`src/rtl/dsw_ser_rd.sv`:
```
// dsw_ser_rd -- serial DIP-switch reader.
//
// Drives an external 74HC165-class parallel-in/serial-out register: pulses
// its load pin, clocks NBIT bits out of it MSB first, inverts them (switch ON
// pulls the line low) and debounces whole scan words across consecutive
// scans before presenting them on dsw_on.
//
// Ports:
//   clk      system clock
//   rst      synchronous reset, active-high
//   scan_tp  one-cycle scan start tick; ignored while a scan is running
//   dsw_dat  serial data from the shift register, low = switch ON
//   dsw_sht  shift/load pin, 0 = parallel load, 1 = shift
//   dsw_clk  shift clock, rising edge advances the register
//   dsw_on   debounced switch word, 1 = ON, MSB = first bit shifted out
//   dsw_vld  sticky flag, set on the first debounced load
//   dsw_chg  one-cycle pulse when dsw_on changes
//   dsw_busy high while a scan is in progress
module dsw_ser_rd #(
  parameter int NBIT    = 8,
  parameter int CLK_DIV = 2,
  parameter int DEB_N   = 2
) (
  input  logic            clk,
  input  logic            rst,
  input  logic            scan_tp,
  input  logic            dsw_dat,
  output logic            dsw_sht,
  output logic            dsw_clk,
  output logic [NBIT-1:0] dsw_on,
  output logic            dsw_vld,
  output logic            dsw_chg,
  output logic            dsw_busy
);

  localparam int BW = $clog2(NBIT);

  typedef enum logic [2:0] {IDLE, LOAD, SAMP, SCLK, DONE} state_t;

  state_t          state, state_nxt;
  logic [3:0]      div;
  logic [BW-1:0]   bitcnt;
  logic [BW-1:0]   cap_idx;
  logic            div_last;
  logic            bit_last;
  logic            sht_nxt, clk_nxt, busy_nxt;
  logic [NBIT-1:0] shreg;
  logic [NBIT-1:0] prev;
  logic [2:0]      match, match_nxt;
  logic            first;

  // Saturating match counter increment, capped at DEB_N.
  function automatic logic [2:0] sat_inc(input logic [2:0] m);
    if (m >= 3'(DEB_N)) return 3'(DEB_N);
    return m + 3'd1;
  endfunction

  assign div_last = (div == 4'(CLK_DIV - 1));
  assign bit_last = (bitcnt == BW'(NBIT - 1));
  assign cap_idx  = BW'(NBIT - 1) - bitcnt;

  // Next-state logic.
  always_comb begin
    state_nxt = state;
    case (state)
      IDLE: if (scan_tp) state_nxt = LOAD;
      LOAD: if (div_last) state_nxt = SAMP;
      SAMP: if (div_last) state_nxt = bit_last ? DONE : SCLK;
      SCLK: if (div_last) state_nxt = SAMP;
      DONE: state_nxt = IDLE;
      default: state_nxt = IDLE;
    endcase
  end

  // Pin levels decoded from the upcoming state so the registered outputs
  // line up exactly with the state they belong to.
  always_comb begin
    sht_nxt  = (state_nxt != LOAD);
    clk_nxt  = (state_nxt == SCLK);
    busy_nxt = (state_nxt != IDLE);
  end

  // State register, phase divider, bit counter and pin registers.
  always_ff @(posedge clk) begin
    if (rst) begin
      state    <= IDLE;
      div      <= '0;
      bitcnt   <= '0;
      dsw_sht  <= 1'b1;
      dsw_clk  <= 1'b0;
      dsw_busy <= 1'b0;
    end else begin
      state    <= state_nxt;
      dsw_sht  <= sht_nxt;
      dsw_clk  <= clk_nxt;
      dsw_busy <= busy_nxt;
      // Divider restarts at every phase change and rests at 0 in IDLE.
      if (state_nxt != state || state == IDLE) div <= '0;
      else                                     div <= div + 4'd1;
      if (state == IDLE)                bitcnt <= '0;
      else if (state == SCLK && div_last) bitcnt <= bitcnt + 1'b1;
    end
  end

  // Serial capture: sample in the last SAMP cycle, when the register output
  // has had the longest time to settle after the previous shift edge.
  always_ff @(posedge clk) begin
    if (state == SAMP && div_last) shreg[cap_idx] <= ~dsw_dat;
  end

  always_comb begin
    match_nxt = sat_inc(match);
    if (first || shreg != prev) match_nxt = 3'd1;
  end

  // Debounce: the word is accepted once DEB_N consecutive scans agree.
  always_ff @(posedge clk) begin
    if (rst) begin
      match   <= '0;
      first   <= 1'b1;
      dsw_on  <= '0;
      dsw_vld <= 1'b0;
      dsw_chg <= 1'b0;
    end else begin
      dsw_chg <= 1'b0;
      if (state == DONE) begin
        match <= match_nxt;
        first <= 1'b0;
        if (match_nxt >= 3'(DEB_N)) begin
          dsw_on  <= shreg;
          dsw_vld <= 1'b1;
          dsw_chg <= (shreg != dsw_on);
        end
      end
    end
  end

  // Previous scan word; its validity is tracked by the first-scan flag.
  always_ff @(posedge clk) begin
    if (state == DONE) prev <= shreg;
  end

endmodule

```
`config.mk`:
```
export PLATFORM = sky130hd
export DESIGN_NAME = dsw_ser_rd
export DESIGN_NICKNAME = d
export VERILOG_FILES = /design/src/rtl/dsw_ser_rd.sv
export SDC_FILE = /design/constraint.sdc
export NUM_CORES = 1
export LEC_CHECK = 0
export ABC_AREA = 1
export CORE_MARGIN = 3
export CORE_UTILIZATION = 60
export DETAILED_ROUTE_END_ITERATION = 10
export PLACE_DENSITY = 0.82
export SYNTH_ARGS = -nofsm -noshare
export SYNTH_HDL_FRONTEND = slang
export SYNTH_SLANG_ARGS = --single-unit
export TNS_END_PERCENT = 10
```
`constraint.sdc`:
```
create_clock -name clk -period 4.33 [get_ports clk]
set_input_delay 0.866 -clock clk [delete_from_list [all_inputs] [get_ports clk]]
set_output_delay 0.866 -clock clk [all_outputs]
set_load 0.005 [all_outputs]
```
==> flow_summary_export.csv <==
group,metric,value,unit
run_status,status,"finished, final reports clean",
synthesis,syn-mean-instance-area,8.207,sq um
finish,nFillCells,249,
floorplanning,dieWidth,64.71,um
finish,finish.instance_area,2365,sq um
synthesis,synth_top_family_by_area,"simple AND/OR/NAND/NOR gates",
global_route,grt_max_degree,14,
routing,drc,0,
timing,relSlewSlack,0.6532,
routing,drtIter0Drc,93,
synthesis,synth_nets,261,
timing,finalHoldViolations,0,
setup_path,worstRegToRegCells,8,
setup_path,cp-end-kind,"output port",
clock_tree,clkLatencyLatePin,350,ps
setup_path,path_class,"flip-flop to output port",
synthesis,syn_inst,252,
clock_tree,cts_buffers,5,
synthesis,synthAdderAreaFrac,0.03025,
placed_design,numPortBuffers,16,
setup_path,slowest_delay,540,ps
floorplanning,start_util,0.6508,
timing,worst_slew_pin_slew,518.4,ps
finish,seq_area,1021,sq um
synthesis,yosys_register_bits,43,
synthesis,yosysWarnings,0,
synthesis,synth_compound_area_frac,0.06715,
synthesis,ys_seq_area_frac,0.4936,
setup_path,startpoint_type,"flip-flop",
timing,final_max_slew_viol_count,0,
floorplanning,core,3178,sq um
clock_tree,postCtsHoldBufs,0,
power,power,0.7655,mW
global_route,grtUsageTotal,0.1999,
clock_tree,cts_setup_buffers,0,
run,max_cap_viol_count,0,
synthesis,syn_area,2068,sq um
timing,fmax,0.4619,GHz
clock_tree,cts.reportedPaths.clkPinSlew,130,ps
setup_path,cp.arrival,1300,ps
synthesis,muxShareOfSynthArea,0,
timing,grt_setup_unrepaired,"no",
floorplanning,pin_count,17,
setup_path,r2r_slack,2430,ps
power,peakVddDrop,226.8,uV
routing,wl_per_cell,11.96,um
clock_tree,cts_root_buf,"clkbuf_4",
setup_path,required,3460,ps
synthesis,yosys.area_share.xor_xnor,0.04235,
global_route,antenna_found_initial,0,
power,powerDensity,323.7,nW/um^2
timing,period_share,0.5000,
finish,area_growth,14.34,%
setup_path,crit_fanout,3,
setup_path,crit_family,"buffers and inverters",
finish,drive_gt1_frac,0.07326,
hold_path,min_from,"div[0]$_SDFF_PP0_",
timing,setup_violations,0,
synthesis,synthTopCellsByArea,"dfxtp_1, edfxtp_1, nand2_1",
setup_path,worst_path_max_delay_cell,"clkdlybuf4s50_1",
clock_tree,cts-resized-gates,0,
synthesis,yosysUniqueCellTypes,27,
hold_path,whs_path_depth,1,
clock_tree,htree_levels,2,
routing,vias,1635,
finish,diodes,0,
placed_design,postPlaceCellArea,2263,sq um
finish,multi_input_comb_area,899.6,sq um
finish,layout.nets,281,
timing,period_needed,2165,ps
floorplanning,dieArea,4187,sq um
routing,final_antenna_net_count,0,
synthesis,synth_top_cell_by_area,"dfxtp_1",
clock_tree,cts.sinks,43,
timing,tns,0,ps
clock_tree,clock_path_buffers,2,
timing,fin_hold_ws,486.1,ps
clock_tree,cts_tree,"built",
setup_path,crit_chain,"clkdlybuf4s50_1",
global_route,grt_pass1_wl,6492,um
setup_path,r2r_end,"dsw_on[0]$_SDFFE_PP0P_",
placed_design,gp_congestion,0.8498,
timing,finClkSkew,10.91,ps
floorplanning,die_height,64.71,um
placed_design,dp_hpwl,2891,um
power,p_leak,0.9991,nW
setup_path,crit_buf_inv,1,
routing,via_per_inst,5.158,
routing,first_pass_iters,4,
routing,drt-total-wl,3790,um
setup_path,r2r_start,"state[2]$_SDFF_PP0_",
synthesis,synth-simple-area-share,0.2952,
floorplanning,row_count,20,
hold_path,holdPathEnd,"div[0]$_SDFF_PP0_",
global_route,grt_pass1_vias,1545,
synthesis,synth_top_area_share,0.2613,
global_route,grt-ovfl-total,0,
hold_path,min_path_type,"flip-flop to flip-flop",
[per-layer routing]
| layer | up-vias | global-route usage | routed length (um) |
|---|---|---|---|
| met3 | 7 | 0.05719 | 154 |
| li1 | 855 | - | - |
| met4 | 0 | 0.07916 | 63 |
| met2 | 34 | 0.3461 | 1863 |
| met5 | - | 0 | 0 |
| met1 | 739 | 0.2315 | 1710 |
[cell type report]
| type | instances | area share |
|---|---|---|
| clock buffer | 6 | 0.01746 |
| inverter | 34 | 0.05397 |
| clock inverter | 2 | 0.02540 |
| timing repair buffer | 16 | 0.06772 |
| tap | 44 | 0.02328 |
| sequential | 43 | 0.4317 |
| multi-input combinational | 172 | 0.3804 |
[Yosys cell counts, drive strengths merged]
master / n
nor4: 1
nand2: 58
or2: 2
edfxtp: 16
xnor2: 7
buf: 2
nand4: 3
dfxtp: 27
nor2: 46
a21boi: 1
o21ai: 5
a21oi: 8
ha: 5
o211ai: 8
nor3: 10
and3: 1
a31oi: 1
nand3: 13
xor2: 3
clkbuf: 1
inv: 34
[cells by family after synthesis]
| kind of cell | Yosys count |
|---|---|
| compound gates | 23 |
| xor+xnor | 10 |
| fa+ha+maj | 5 |
| buf+inv | 37 |
| flops | 43 |
| simple gates | 134 |
[flip-flops by register name (all words and copies together) (netlist names)]
| register | cells |
|---|---|
| dsw_busy | 1 |
| prev | 8 |
| match | 3 |
| shreg | 8 |
| dsw_sht | 1 |
| first | 1 |
| dsw_chg | 1 |
| dsw_clk | 1 |
| dsw_on | 8 |
| state | 3 |
| div | 4 |
| dsw_vld | 1 |
| bitcnt | 3 |
[power by group]
part           switching (mW)  total (mW)  internal, mW
Clock                   0.127       0.307         0.180
Combinational          0.0188      0.0324        0.0136
Sequential            0.00446       0.426         0.421
[worst max path at each step]
stage / from / end / slack, ps / cells past startpoint
4_1_cts: dsw_on[6]$_SDFFE_PP0P_ / dsw_on[6] / 2140 / 1
2_1_floorplan: rst / div[0]$_SDFF_PP0_ / 2690 / 6
3_3_place_gp: rst / div[2]$_SDFF_PP0_ / 2150 / 6
3_5_place_dp: rst / div[3]$_SDFF_PP0_ / 2060 / 6
5_1_grt: dsw_on[6]$_SDFFE_PP0P_ / dsw_on[6] / 2100 / 1
6_report: dsw_on[6]$_SDFFE_PP0P_ / dsw_on[6] / 2170 / 1
[cells in the final DEF, fill, tap and decap left out, drive strengths merged]
master          n
clkdlybuf4s50  16
ha              5
nor3           10
a21boi          1
xor2            3
nand3          13
bufinv          2
o21ai           5
xnor2           7
a21oi           8
o211ai          8
nand2          58
or2             2
dfxtp          27
nor2           46
a31oi           1
edfxtp         16
and3            1
inv            34
nor4            1
nand4           3
clkbuf          6
[metrics by stage]
stage / util / cells / setup slack [ps]
floorplan: - / 252 / 2691
global placement: 0.7122 / 309 / 2154
detailed placement: 0.7122 / 309 / 2059
CTS: 0.7441 / 317 / 2140
global route: 0.7441 / 317 / 2104
finish: 0.7441 / 317 / 2165
Note: power is estimated with default switching activity, not from simulation.
